### src/rtl/piso_pkg.sv
// Shared types and helpers for the parallel-in / serial-out lane serializer.
package piso_pkg;

   localparam int unsigned MAX_LANES = 64;

   typedef enum logic {
      IDLE = 1'b0,
      SEND = 1'b1
   } state_e;

   // Dual-rail encode: rail 2i carries the bit, rail 2i+1 its complement; all-zero spacer when not valid.
   function automatic logic [2*MAX_LANES-1:0] dr_encode(input logic [MAX_LANES-1:0] bits,
                                                        input logic                  valid);
      logic [2*MAX_LANES-1:0] rails;
      rails = '0;
      for (int i = 0; i < MAX_LANES; i++) begin
         rails[2*i]   = bits[i] & valid;
         rails[2*i+1] = ~bits[i] & valid;
      end
      return rails;
   endfunction

endpackage

### src/rtl/vr_fifo.sv
// Small circular word buffer with registered occupancy, full and empty flags.
module vr_fifo #(
   parameter int unsigned WIDTH = 8,
   parameter int unsigned DEPTH = 2
) (
   input  logic                           clk,
   input  logic                           rst_n,
   input  logic                           clr,
   input  logic                           push,
   input  logic                           pop,
   input  logic [WIDTH-1:0]               wdata,
   output logic [WIDTH-1:0]               rdata,
   output logic [$clog2(DEPTH+1)-1:0]     count,
   output logic                           full,
   output logic                           empty
);

   localparam int unsigned AW = (DEPTH > 1) ? $clog2(DEPTH) : 1;
   localparam int unsigned CW = $clog2(DEPTH + 1);

   logic [WIDTH-1:0] mem_q [DEPTH];
   logic [AW-1:0]    wr_ptr_q, wr_ptr_d;
   logic [AW-1:0]    rd_ptr_q, rd_ptr_d;
   logic [CW-1:0]    count_q, count_d;
   logic             full_q, full_d;
   logic             empty_q, empty_d;
   logic             do_push_c, do_pop_c;

   function automatic logic [AW-1:0] ptr_inc(input logic [AW-1:0] p);
      return (p == AW'(DEPTH - 1)) ? '0 : p + AW'(1);
   endfunction

   assign do_push_c = push & ~full_q & ~clr;
   assign do_pop_c  = pop & ~empty_q & ~clr;

   // Pointer and occupancy update; clr returns the buffer to its reset state.
   always_comb begin
      wr_ptr_d = wr_ptr_q;
      rd_ptr_d = rd_ptr_q;
      count_d  = count_q;
      if (clr) begin
         wr_ptr_d = '0;
         rd_ptr_d = '0;
         count_d  = '0;
      end else begin
         if (do_push_c) wr_ptr_d = ptr_inc(wr_ptr_q);
         if (do_pop_c)  rd_ptr_d = ptr_inc(rd_ptr_q);
         count_d = count_q + CW'(do_push_c) - CW'(do_pop_c);
      end
      full_d  = (count_d == CW'(DEPTH));
      empty_d = (count_d == '0);
   end

   always_ff @(posedge clk or negedge rst_n) begin
      if (!rst_n) begin
         wr_ptr_q <= '0;
         rd_ptr_q <= '0;
         count_q  <= '0;
         full_q   <= 1'b0;
         empty_q  <= 1'b1;
      end else begin
         wr_ptr_q <= wr_ptr_d;
         rd_ptr_q <= rd_ptr_d;
         count_q  <= count_d;
         full_q   <= full_d;
         empty_q  <= empty_d;
      end
   end

   always_ff @(posedge clk) begin
      if (do_push_c) mem_q[wr_ptr_q] <= wdata;
   end

   assign rdata = mem_q[rd_ptr_q];
   assign count = count_q;
   assign full  = full_q;
   assign empty = empty_q;

endmodule

### src/rtl/piso_lanes.sv
// Buffers parallel words and sends them LANES bits per beat as dual-rail codes,
// loading the next buffered word on the final handshake so words run back to back.
module piso_lanes
   import piso_pkg::*;
#(
   parameter int unsigned DATAWIDTH = 8,
   parameter int unsigned LANES     = 1,
   parameter int unsigned DEPTH     = 2,
   parameter int unsigned MSB_FIRST = 0
) (
   input  logic                          clk,
   input  logic                          rst_n,
   input  logic                          flush,
   input  logic                          din_valid,
   output logic                          din_ready,
   input  logic [DATAWIDTH-1:0]          din_data,
   output logic                          dout_valid,
   input  logic                          dout_ready,
   output logic [2*LANES-1:0]            dout_data,
   output logic                          last,
   output logic [$clog2(DEPTH+1)-1:0]    level
);

   localparam int unsigned NBEATS = DATAWIDTH / LANES;
   localparam int unsigned BW     = (NBEATS > 1) ? $clog2(NBEATS) : 1;
   localparam int unsigned LW     = $clog2(DEPTH + 1);

   if (DATAWIDTH % LANES != 0) begin : g_bad_lanes
      $error("piso_lanes: DATAWIDTH must be a multiple of LANES");
   end
   if (DEPTH < 1) begin : g_bad_depth
      $error("piso_lanes: DEPTH must be at least 1");
   end
   if (LANES > MAX_LANES) begin : g_bad_width
      $error("piso_lanes: LANES exceeds dual-rail encoder width");
   end

   state_e                 state_q, state_d;
   logic [DATAWIDTH-1:0]   sh_q, sh_d;
   logic [BW-1:0]          beat_q, beat_d;
   logic [2*LANES-1:0]     rails_q, rails_d;
   logic                   last_q, last_d;
   logic                   ready_q, ready_d;
   logic [LW-1:0]          level_d;

   logic [DATAWIDTH-1:0]   head_c;
   logic [LW-1:0]          count_c;
   logic                   full_c, empty_c;
   logic                   push_c, pop_c, fire_c, final_c;
   logic [LANES-1:0]       lane_bits_c;

   assign fire_c  = (state_q == SEND) & dout_ready;
   assign final_c = (beat_q == BW'(NBEATS - 1));
   assign push_c  = din_valid & ready_q & ~full_c & ~flush;

   vr_fifo #(
      .WIDTH (DATAWIDTH),
      .DEPTH (DEPTH)
   ) u_fifo (
      .clk   (clk),
      .rst_n (rst_n),
      .clr   (flush),
      .push  (push_c),
      .pop   (pop_c),
      .wdata (din_data),
      .rdata (head_c),
      .count (count_c),
      .full  (full_c),
      .empty (empty_c)
   );

   always_ff @(posedge clk or negedge rst_n) begin
      if (!rst_n) state_q <= IDLE;
      else        state_q <= state_d;
   end

   // Next state: flush wins; SEND falls back to IDLE only when the buffer has nothing left.
   always_comb begin
      state_d = state_q;
      if (flush) begin
         state_d = IDLE;
      end else begin
         case (state_q)
            IDLE:    if (!empty_c) state_d = SEND;
            SEND:    if (fire_c && final_c && empty_c) state_d = IDLE;
            default: state_d = IDLE;
         endcase
      end
   end

   // Shift register, beat counter and the registered output image for the next cycle.
   always_comb begin
      pop_c  = 1'b0;
      sh_d   = sh_q;
      beat_d = beat_q;
      if (flush) begin
         beat_d = '0;
      end else if (state_q == IDLE) begin
         if (!empty_c) begin
            pop_c  = 1'b1;
            sh_d   = head_c;
            beat_d = '0;
         end
      end else if (fire_c) begin
         if (final_c) begin
            pop_c  = ~empty_c;
            sh_d   = head_c;
            beat_d = '0;
         end else begin
            sh_d   = (MSB_FIRST != 0) ? (sh_q << LANES) : (sh_q >> LANES);
            beat_d = beat_q + BW'(1);
         end
      end
      lane_bits_c = (MSB_FIRST != 0) ? sh_d[DATAWIDTH-1 -: LANES] : sh_d[LANES-1:0];
      rails_d     = (2*LANES)'(dr_encode(MAX_LANES'(lane_bits_c), state_d == SEND));
      last_d      = (state_d == SEND) & (beat_d == BW'(NBEATS - 1));
      level_d     = flush ? '0 : count_c + LW'(push_c) - LW'(pop_c);
      ready_d     = (level_d < LW'(DEPTH));
   end

   always_ff @(posedge clk or negedge rst_n) begin
      if (!rst_n) begin
         sh_q    <= '0;
         beat_q  <= '0;
         rails_q <= '0;
         last_q  <= 1'b0;
         ready_q <= 1'b1;
      end else begin
         sh_q    <= sh_d;
         beat_q  <= beat_d;
         rails_q <= rails_d;
         last_q  <= last_d;
         ready_q <= ready_d;
      end
   end

   assign dout_valid = (state_q == SEND);
   assign dout_data  = rails_q;
   assign last       = last_q;
   assign din_ready  = ready_q;
   assign level      = count_c;

endmodule

### config.mk
export PLATFORM = sky130hd
export DESIGN_NAME = piso_lanes
export DESIGN_NICKNAME = d
export VERILOG_FILES = /design/src/rtl/piso_pkg.sv /design/src/rtl/vr_fifo.sv /design/src/rtl/piso_lanes.sv
export SDC_FILE = /design/constraint.sdc
export NUM_CORES = 1
export LEC_CHECK = 0
export CORE_UTILIZATION = 30
export DETAILED_ROUTE_END_ITERATION = 10
export SLEW_MARGIN = 30
export SYNTH_ARGS = -nofsm -noshare
export SYNTH_HDL_FRONTEND = slang
export SYNTH_SLANG_ARGS = --single-unit
export TNS_END_PERCENT = 10
### constraint.sdc
create_clock -name clk -period 4.64 [get_ports clk]
set_clock_uncertainty 0.1 [all_clocks]
set_input_delay 1.392 -clock clk [delete_from_list [all_inputs] [get_ports clk]]
set_output_delay 1.392 -clock clk [all_outputs]
set_load 0.05 [all_outputs]
# ---- Yosys cells after proc, flatten, opt, wreduce, memory -nomap -nowiden
# Memory sizes are Yosys's and may differ from the RTL's.
# Cells that the tools add are included.
dict set report op_classes {
  reduce_logical 6
  addsub 7
  shifts 0
  div 0
  magnitude_cmp 1
  eq_ne 5
  n_mux 28
  multipliers 0
  n_bitwise 16
}
# cell count
set ops {}
lappend ops {{two-way mux 8 bit} 4}
lappend ops {{two-way mux 1 bit} 16}
lappend ops {{two-way mux 3 bit} 5}
lappend ops {{bitwise AND 1 bit} 11}
lappend ops {{equality test 3 bit (second input constant)} 2}
lappend ops {{inverter 1 bit} 5}
lappend ops {{adder 2 x 1 -> 2 bit} 2}
lappend ops {{two-way mux 2 bit} 2}
lappend ops {{nonzero test 2 bit} 2}
lappend ops {{subtractor 2 x 1 -> 2 bit} 2}
lappend ops {{adder 3 x 1 -> 3 bit (second input constant)} 1}
lappend ops {{AND reduction 3 bit} 1}
lappend ops {{adder 1 bit (second input constant)} 2}
lappend ops {{equality test 2 bit (second input constant)} 1}
lappend ops {{logical AND 1 bit} 2}
lappend ops {{zero test 2 bit} 1}
lappend ops {{< comparator 2 bit (second input constant)} 1}
lappend ops {{!= test 2 x 1 -> 1 bit (second input constant)} 1}
lappend ops {{!= test 2 bit (second input constant)} 1}
lappend ops {{case mux 1 bit (2 select lines)} 1}
dict set report totals {
  ram_bits 16
  reg_bits 22
  n_memories 1
  mem_bits_ro 0
  latchBits 0
  out_inout_bits 7
}
# memory depth word_bits read_ports rd_clocked_by_memory_dff write_ports line
set memory_table {}
lappend memory_table {u_fifo.mem_q 2 8 1 0 1 vr_fifo.sv:21} ;# logic [WIDTH-1:0] mem_q [DEPTH];

# ---- Longest topological paths before layout
# Gate-level depths: netlist of the first run.
dict set report depth {
  word_depth 10
  mapped_depth 10
  depth_no_buf 10
}

# ---- By module
# A second synthesis of the first run with hierarchy kept.
dict set report hier_totals {
  cells_unflattened 146
  hier_area_um2 1865.5
}
# module instances seq_area_each_um2 area_each_um2 cells_each
set by_module_without_submodules {}
lappend by_module_without_submodules {piso_lanes 1 401.6 1002.2 93}
lappend by_module_without_submodules {vr_fifo 1 631.9 863.3 53}

# ---- Worst setup path before layout of the first run
# Ideal clock, no wire load.
dict set report synth_timing {
  kind {in2reg}
  from {input flush}
  to {register u_fifo.empty_q, in the netlist u_fifo.empty}
  required_ps 4473
  t_arrival_ps 2797
  setup_slack_ps 1676
  cell_stages 9
  path_cell_list {clkbuf_1 -> clkbuf_1 -> nor3_1 -> ha_1 -> inv_1 -> ha_1 -> xnor2_1 -> nor2_1 -> nor2_1}
}
dict set report synth_between {
  elab_chain_len 8
}
# item line
set synth_rtl {}
lappend synth_rtl {{start, declared} piso_lanes.sv:13} ;# input logic flush,
lappend synth_rtl {{inverter 1 bit (no source line)} -}
lappend synth_rtl {{bitwise AND 1 bit} piso_lanes.sv:54} ;# assign push_c = din_valid & ready_q & ~full_c & ~flush;
lappend synth_rtl {{bitwise AND 1 bit (2 in a row)} vr_fifo.sv:33} ;# assign do_push_c = push & ~full_q & ~clr;
lappend synth_rtl {{adder 2 x 1 -> 2 bit} vr_fifo.sv:48} ;# count_d = count_q + CW'(do_push_c) - CW'(do_pop_c);
lappend synth_rtl {{subtractor 2 x 1 -> 2 bit} vr_fifo.sv:48}
lappend synth_rtl {{two-way mux 2 bit (*)} vr_fifo.sv:41} ;# if (clr) begin
lappend synth_rtl {{named net u_fifo.count_d[1]} vr_fifo.sv:24} ;# logic [CW-1:0] count_q, count_d;
lappend synth_rtl {{zero test 2 bit (*)} vr_fifo.sv:51} ;# empty_d = (count_d == '0);
lappend synth_rtl {{named net u_fifo.empty_d} vr_fifo.sv:26} ;# logic empty_q, empty_d;
lappend synth_rtl {{end signal, assigned} vr_fifo.sv:66} ;# empty_q <= empty_d;
lappend synth_rtl {{end, declared} vr_fifo.sv:26}
# Mark *: on every way through the listed nets, which the timed path passes. The rest lies on a longest branch.
# A chain may end at the register's enable or synchronous reset.

# ---- Worst setup path in the final report of the first run
dict set report layout_timing {
  from {input flush}
  to {memory u_fifo.mem_q[0][7] (enable)}
}
dict set report layout_between {
  elab_chain_len 6
}
# item line
set layout_rtl {}
lappend layout_rtl {{inverter 1 bit (no source line) (*)} -}
lappend layout_rtl {{bitwise AND 1 bit} piso_lanes.sv:54}
lappend layout_rtl {{bitwise AND 1 bit} vr_fifo.sv:33}
lappend layout_rtl {{bitwise AND 1 bit (*)} vr_fifo.sv:33}
lappend layout_rtl {{two-way mux 1 bit (*)} vr_fifo.sv:71} ;# if (do_push_c) mem_q[wr_ptr_q] <= wdata;
lappend layout_rtl {{two-way mux 1 bit (not written as such) (*)} vr_fifo.sv:71}
lappend layout_rtl {{end, declared} vr_fifo.sv:21}
# Mark *: on every way between the ends. The rest lies on a longest branch, timed or not.

==> flow_summary.yaml, run 1 <==
final_layout:
  final_nets: 172
  fin_cells: 225
  final_core_util: 0.385
  diodes: 0
  areaGrowthSynthToFinish_pct: 20.6
  stdcell_area_mm2: 0.00202
  drive_gt1_frac: 0.0903
routing:
  remaining_drc_errors: 0
  via_count: 1057
  wl_per_cell_um: 12.6
  first_iter_violations: 70
  postRouteAntennaNets: 0
  routed_wl_mm: 2.83
  drt_first_pass_iters: 5
  vias_per_cell: 4.70
power_and_ir_drop:
  switching_power_uw: 394
  leakage_nw: 0.783
  p_int_uw: 768
  seq_power_share: 0.439
  power.density_mw_per_mm2: 575
  total_power_mw: 1.16
  netSwitchingFraction: 0.339
  peakVddDrop_mv: 0.242
  clkPwrFrac: 0.242
  p_comb_frac: 0.319
worst_setup_path:
  startpoint_type: "input pin"
  path_class: "in -> reg"
  crit_fanout: 18
  worstSetupEndpointType: "register"
  cp.required_ns: 4.46
  arrival_ns: 3.04
clock_tree:
  cts_resized: 0
  cts_tree: "built"
  htreeDepth: 2
  path_clk_slew_ns: 0.08
  clk_latency_ns: 0.29
  cts-buffers-inserted: 5
  cts_setup_buffers: 0
  hold_buffers: 0
  root_buffer: "clkbuf_8"
  clockBufferDepth: 2
  clock_sinks: 38
global_route:
  grt_overflow_total: 0
  grt_pass1_wl_mm: 4.87
  gr-usage-all-layers: 0.106
  grt_start_max_net_pins: 23
  grt_pass1_vias: 1041
  grt_antenna_before_repair: 0
placement:
  dpl_cell_area_mm2: 0.00190
  place_hpwl_mm: 2.05
  io_buffer_count: 19
  dp.cells: 217
  dp_slack_ns: 1.09
  place_congestion: 0.723
synth:
  synth_seq_cells: 38
  ys_async_sr_fraction: 0.579
  syn-cell-area_mm2: 0.00167
  ys_seq_area_frac: 0.618
  syn_avg_cell_area_um2: 12.4
  netlist_instances: 135
  ys_warn_count: 0
  syn_nets: 153
  ys.flop_type: "dfrtp_1"
  synth_cell_types: 37
  synth_edf_count: 16
die:
  dieArea_mm2: 0.00588
  core.rowCount: 26
  core_mm2: 0.00524
  dieWidth_um: 76.7
  dieHeight_um: 76.7
  start_util: 0.319
  io_pins: 20
timing:
  finalSetupTns_ns: 0
  hold_violations: 0
  worstMarginPinSlew_ns: 0.806
  slew_viol_final: 0
  hold_ws_ns: 0.395
  fin_crit_ns: 3.22
  timing.fmax_ghz: 0.311
  slew_headroom: 0.462
  setup_viol: 0
  setup_ws_ns: 1.42
  finalCritPeriodShare: 0.694
  rsz0062_at_grt: "no"
status:
  status: "completed"
worst_hold_path:
  hp-class: "reg -> reg"
run:
  drv_cap: 0
==> cell usage in the layout, fill, tap and decap left out, types with 2 or more instances in the layout <==
master and instances:
xnor2_1 3, nand2_1 5, a2bb2oi_1 6, dfstp_2 2
dfrtp_1 20, a21oi_1 14, nor2b_1 4, and2_1 2
mux2i_1 7, clkbuf_8 5, clkdlybuf4s50_1 18, clkinvlp_4 2
inv_1 5, nor3_1 3, o21ai_0 3, nor2_1 14
ha_1 5, edfxtp_1 16, or2_1 2
==> cells by family after synthesis <==
family	synth area share
AND/OR/NAND/NOR	0.118
multiplexers	0.0553
XOR/XNOR	0.0209
buffers and inverters	0.0359
AO/OA/AOI/OAI	0.114
adder cells (fa/ha/maj)	0.0374
flip-flops	0.618
==> metal layers <==
| metal | vias up | track usage | wire [µm] |
|---|---|---|---|
| met4 | 0 | 0.0385 | 29 |
| met5 | - | 0 | 0 |
| met3 | 5 | 0.0393 | 134 |
| met2 | 30 | 0.159 | 1320 |
| li1 | 517 | - | - |
| met1 | 505 | 0.138 | 1350 |
==> worst paths after layout <==
check	start	end	slack, ns	cells past startpoint
min in group asynchronous	rst_n	beat_q[2]	0.96	1
max in group asynchronous	rst_n	u_fifo.empty	3.12	1
worst min register to register	sh_q[7]	sh_q[7]	0.40	2
worst max register to register	beat_q[0]	u_fifo.empty	2.33	10
worst min-delay path	sh_q[7]	sh_q[7]	0.40	2
worst max-delay path	flush	u_fifo.mem_q[0][7]	1.42	3
==> synth_stat cells (2+ instances only) <==
library cell	count	share of area
nor2_1	14	0.031
inv_1	5	0.011
and2_1	2	0.0075
xnor2_1	3	0.016
nor2b_1	4	0.015
buf_2	3	0.0090
o21ai_0	3	0.0090
mux2i_1	7	0.042
dfstp_2	2	0.031
a2bb2oi_1	6	0.031
a21oi_1	14	0.042
edfxtp_1	16	0.29
nor3_1	3	0.0090
dfrtp_1	20	0.30
or2_1	2	0.0075
nand2_1	5	0.011
ha_1	5	0.037
clkbuf_1	2	0.0045
==> area by class of cell <==
cell class,count,area (µm²)
Clock buffer,5,68.8
Sequential cell,38,1030
Multi-Input combinational cell,85,579
Inverter,5,18.8
Timing Repair Buffer,19,185
Fill cell,488,3220
Tap cell,70,87.6
Clock inverter,3,45.0
==> critical path, stage by stage <==
cell	delay [ns]
clkdlybuf4s50_1	0.70
nand4bb_1	0.40
nor2_1	0.54
==> state kept, by name, summed over array words and instances, names as in the netlist, 2 cells and up <==
| register | cells |
|---|---|
| u_fifo.mem_q | 16 |
| sh_q | 8 |
| beat_q | 3 |
| dout_data | 2 |
| u_fifo.count | 2 |
==> power by group through the flow <==
stage / sequential [mW] / clock [mW] / combinational (mW)
floorplan: 0.549 / 0 / 0.249
global placement: 0.513 / 0 / 0.363
detailed placement: 0.517 / 0 / 0.371
CTS: 0.510 / 0.286 / 0.373
global route: 0.524 / 0.302 / 0.413
finish: 0.510 / 0.281 / 0.371
No activity file was read; power rests on OpenSTA's default activity.
==> inputs of run 2 (changes only) <==
==> constraint.sdc (replaced) <==
create_clock -name clk -period 2.76 [get_ports clk]
set_clock_uncertainty 0.1 [all_clocks]
set_input_delay 0.828 -clock clk [delete_from_list [all_inputs] [get_ports clk]]
set_output_delay 0.828 -clock clk [all_outputs]
set_load 0.05 [all_outputs]
==> run 2 against run 1 <==
Power up 79%. Highest routed layer unchanged. First-iteration DRC count is 14% higher. Final area is 4.8% higher.
==> flow_summary.yaml, run 2 (same netlist as run 1, synthesis figures left out) <==
status:
  status: "completed"
final_layout:
  largest_reg_flops: 16
  drive_gt1_frac: 0.134
  diodes: 0
  final_cell_mix: "20 x dfrtp_1, 19 x clkdlybuf4s50_1, 16 x edfxtp_1"
  final_nets: 181
  stdcell_area_mm2: 0.00211
  reg.largest.list: "u_fifo.mem_q: 16 flops, sh_q: 8 flops, beat_q: 3 flops"
  areaGrowthSynthToFinish_pct: 26.4
  final_core_util: 0.404
  fin_cells: 234
  mostFrequentLayoutCell: "dfrtp_1"
  top_register: "u_fifo.mem_q"
timing:
  slew_headroom: 0.668
  rsz0062_at_grt: "no"
  finalCritPeriodShare: 0.944
  hold_violations: 0
  finalSetupTns_ns: 0
  slew_viol_final: 0
  worstMarginPinSlew_ns: 0.496
  fin_crit_ns: 2.60
  setup_viol: 0
  hold_ws_ns: 0.386
  timing.fmax_ghz: 0.384
global_route:
  grt_start_max_net_pins: 23
  gr-max-usage-layer: "met2"
  gr-usage-met2: 0.171
  grt_pass1_wl_mm: 5.09
  grt_pass1_vias: 1113
  grt_overflow_total: 0
  grt_use_met3: 0.0429
  gr-usage-all-layers: 0.112
  grt_antenna_before_repair: 0
  use_met1: 0.139
clock_tree:
  clk_latency_ns: 0.29
  clock_sinks: 38
  cts-buffers-inserted: 5
  htreeDepth: 2
  cts_setup_buffers: 0
  cts_tree: "built"
  cts_resized: 0
  path_clk_slew_ns: 0.08
  clockBufferDepth: 2
  hold_buffers: 0
  root_buffer: "clkbuf_8"
routing:
  first_iter_violations: 80
  via_count: 1089
  drt_first_pass_iters: 4
  remaining_drc_errors: 0
  vias_per_cell: 4.65
  routed_wl_mm: 2.94
  postRouteAntennaNets: 0
  wl_per_cell_um: 12.6
worst_hold_path:
  hold_start: "sh_q[7]"
  worstHoldPathCells: 2
  hold_end: "sh_q[7]"
  hp-class: "reg -> reg"
placement:
  io_buffer_count: 19
  place_hpwl_mm: 2.09
  dp.cells: 226
  place_congestion: 0.718
  dpl_cell_area_mm2: 0.00198
worst_setup_path:
  startpoint_type: "register"
  critical_path.slowest_cell: "clkdlybuf4s50_1"
  path_class: "reg -> out"
  arrival_ns: 1.68
  startpoint: "dout_valid"
  crit_fanout: 11
  r2r_end: "u_fifo.empty"
  critPathTopFamily: "buffers and inverters"
  worstSetupEndpointType: "output pin"
  cp.required_ns: 1.83
  cp_cell_sequence: "clkdlybuf4s50_1"
  slowest_delay_ns: 0.86
  regToRegSetupSlack_ns: 0.57
  path_buf_inv: 1
  reg2reg_from: "beat_q[0]"
  ff2ff_path_depth: 10
die:
  core_mm2: 0.00524
  core.rowCount: 26
  dieHeight_um: 76.7
  dieArea_mm2: 0.00588
  dieWidth_um: 76.7
  io_pins: 20
  start_util: 0.319
power_and_ir_drop:
  peakVddDrop_mv: 0.439
  leakage_nw: 0.845
  power.density_mw_per_mm2: 986
run:
  drv_cap: 0
-- run 2: cell types whose count changed in the layout (fill, tap and decap cells not counted) --
cell             before  now
buf_2                 1    0
clkinvlp_4            2    0
bufinv_16             1    2
clkdlybuf4s50_1      18   19
clkinv_4              0    1
buf_4                 0    9
-- run 2: area by class of cell --
| cell class | count | area [µm²] |
|---|---|---|
| fillers | 477 | 3120 |
| flip-flops and latches | 38 | 1030 |
| multi-input cells | 85 | 579 |
| repair buffers | 28 | 258 |
| well taps | 70 | 87.6 |
| clock buffers | 5 | 68.8 |
| clock inverters | 3 | 68.8 |
| inverters | 5 | 18.8 |
-- run 2: routing by layer --
layer  vias to the layer above  part of all wire
li1                        534                 -
met3                         4             0.046
met1                       522              0.48
met2                        29              0.46
met5                         -                 0
met4                         0             0.016
-- run 2: report_power, final --
part	leakage [nW]	internal (mW)	switching, mW
combinational	0.353	0.296	0.363
clock	0.0683	0.362	0.204
sequential	0.424	0.750	0.109
-- run 2: worst max path at each step --
| stage | end | cells past startpoint |
|---|---|---|
| floorplan | u_fifo.empty | 9 |
| global placement | u_fifo.full | 7 |
| detailed placement | u_fifo.empty | 9 |
| CTS | dout_valid | 1 |
| global route | dout_valid | 1 |
| finish | dout_valid | 1 |
-- run 2: through the flow --
step                      power (mW)  setup WS [ns]
after floorplan                 1.34          0.360
after global placement          1.51          0.246
after detailed placement        1.53          0.180
after CTS                       2.10          0.138
after global routing            2.21         0.0838
final                           2.08          0.155
==> inputs of run 3 (changes only) <==
--- a/config.mk
+++ b/config.mk
@@ -7,6 +7,7 @@
 export LEC_CHECK = 0
 export CORE_UTILIZATION = 30
 export DETAILED_ROUTE_END_ITERATION = 10
+export REMOVE_ABC_BUFFERS = 1
 export SLEW_MARGIN = 30
 export SYNTH_ARGS = -nofsm -noshare
 export SYNTH_HDL_FRONTEND = slang
==> run 3 against run 2 <==
Non-clock buffer count did not move. Combinational power about the same. Final cell count unchanged. Critical path type unchanged. Critical endpoint unchanged. Largest power group unchanged.
==> flow_summary.yaml, run 3 (same netlist as run 1, synthesis figures left out) <==
global_route:
  grt_overflow_total: 0
  grt_pass1_wl_mm: 4.82
  grt_start_max_net_pins: 23
  grt_pass1_vias: 1098
  gr-usage-all-layers: 0.108
  grt_antenna_before_repair: 0
die:
  dieWidth_um: 76.7
  core_mm2: 0.00524
  dieHeight_um: 76.7
  start_util: 0.319
  core.rowCount: 26
  dieArea_mm2: 0.00588
  io_pins: 20
worst_setup_path:
  r2r_end: "u_fifo.empty"
  path_buf_inv: 1
  reg2reg_from: "beat_q[0]"
  critical_path.slowest_cell: "clkdlybuf4s50_1"
  path_class: "reg -> out"
  slowest_delay_ns: 0.86
  worstSetupEndpointType: "output pin"
  crit_fanout: 11
  arrival_ns: 1.67
  ff2ff_path_depth: 10
  cp.required_ns: 1.83
  regToRegSetupSlack_ns: 0.61
  startpoint_type: "register"
  critPathTopFamily: "buffers and inverters"
  cp_cell_sequence: "clkdlybuf4s50_1"
clock_tree:
  clock_sinks: 38
  hold_buffers: 0
  cts_tree: "built"
  cts-buffers-inserted: 5
  cts_setup_buffers: 0
  root_buffer: "clkbuf_8"
  clk_latency_ns: 0.29
  cts_resized: 0
  clockBufferDepth: 2
  htreeDepth: 2
  path_clk_slew_ns: 0.07
worst_hold_path:
  hp-class: "reg -> reg"
  hold_start: "sh_q[7]"
  hold_end: "sh_q[7]"
  worstHoldPathCells: 2
placement:
  dp.cells: 226
  place_congestion: 0.745
  io_buffer_count: 19
  place_hpwl_mm: 2.09
final_layout:
  top_register: "u_fifo.mem_q"
  final_nets: 181
  final_cell_mix: "20 x dfrtp_1, 19 x clkdlybuf4s50_1, 16 x edfxtp_1"
  drive_gt1_frac: 0.128
  areaGrowthSynthToFinish_pct: 23.1
  mostFrequentLayoutCell: "dfrtp_1"
  fin_cells: 234
  largest_reg_flops: 16
  final_core_util: 0.393
  reg.largest.list: "u_fifo.mem_q: 16 flops, sh_q: 8 flops, beat_q: 3 flops"
  diodes: 0
power_and_ir_drop:
  clkPwrFrac: 0.194
  peakVddDrop_mv: 0.437
  p_int_mw: 1.22
  netSwitchingFraction: 0.350
  leakage_nw: 0.822
  power.density_mw_per_mm2: 912
  switching_power_uw: 657
  seq_power_share: 0.457
  p_comb_frac: 0.349
routing:
  via_count: 1079
  drt_first_pass_iters: 4
  wl_per_cell_um: 12.3
  first_iter_violations: 13
  routed_wl_mm: 2.89
  vias_per_cell: 4.61
  remaining_drc_errors: 0
  postRouteAntennaNets: 0
timing:
  slew_headroom: 0.668
  worstMarginPinSlew_ns: 0.497
  rsz0062_at_grt: "no"
  hold_violations: 0
  hold_ws_ns: 0.385
  fin_crit_ns: 2.59
  slew_viol_final: 0
  setup_viol: 0
  timing.fmax_ghz: 0.386
  finalCritPeriodShare: 0.940
  finalSetupTns_ns: 0
status:
  status: "completed"
run:
  drv_cap: 0
==> run 3: cell count changes in the layout (fill, tap and decap cells not counted) <==
cell,before,now
clkbuf_1,0,1
bufinv_16,2,0
clkinv_2,0,2
clkinv_4,1,0
==> run 3: final cells by class <==
type,instances,area [µm²]
clock buffer,6,72.6
clock inverter,2,10.0
fill,479,3180
inverter,5,18.8
multi-input combinational,85,579
sequential,38,1030
tap,70,87.6
timing repair buffer,28,258
==> run 3: power by group through the flow <==
| stage | clock [mW] | combinational (mW) | sequential (mW) |
|---|---|---|---|
| 2_1_floorplan | 0 | 0.358 | 0.951 |
| 3_3_place_gp | 0 | 0.639 | 0.864 |
| 3_5_place_dp | 0 | 0.657 | 0.868 |
| 4_1_cts | 0.377 | 0.662 | 0.860 |
| 5_1_grt | 0.402 | 0.717 | 0.879 |
| 6_report | 0.364 | 0.656 | 0.858 |
==> run 3: worst max path at each step <==
stage / startpoint / endpoint / slack (ns) / depth (start not counted)
floorplan: dout_valid / u_fifo.empty / 0.68 / 8
global placement: dout_ready / u_fifo.empty / 0.21 / 9
detailed placement: dout_ready / u_fifo.empty / 0.22 / 9
CTS: dout_valid / dout_valid / 0.16 / 1
global route: dout_valid / dout_valid / 0.09 / 1
finish: dout_valid / dout_valid / 0.17 / 1
==> run 3: metrics by stage <==
step / power (mW) / instance area (µm²) / setup slack, ns
final: 1.88 / 2060 / 0.166
after global routing: 2.00 / 2060 / 0.0888
after CTS: 1.90 / 2060 / 0.158
after detailed placement: 1.52 / 1980 / 0.219
after global placement: 1.50 / 1980 / 0.207
after floorplan: 1.31 / 1630 / 0.678
==> run 3: per-layer routing <==
metal  track usage  share of wire  vias to the layer above
li1              -              -                      531
met1         0.120           0.45                      523
met2         0.181           0.49                       18
met3        0.0405          0.040                        7
met4        0.0519          0.018                        0
met5             0              0                        -
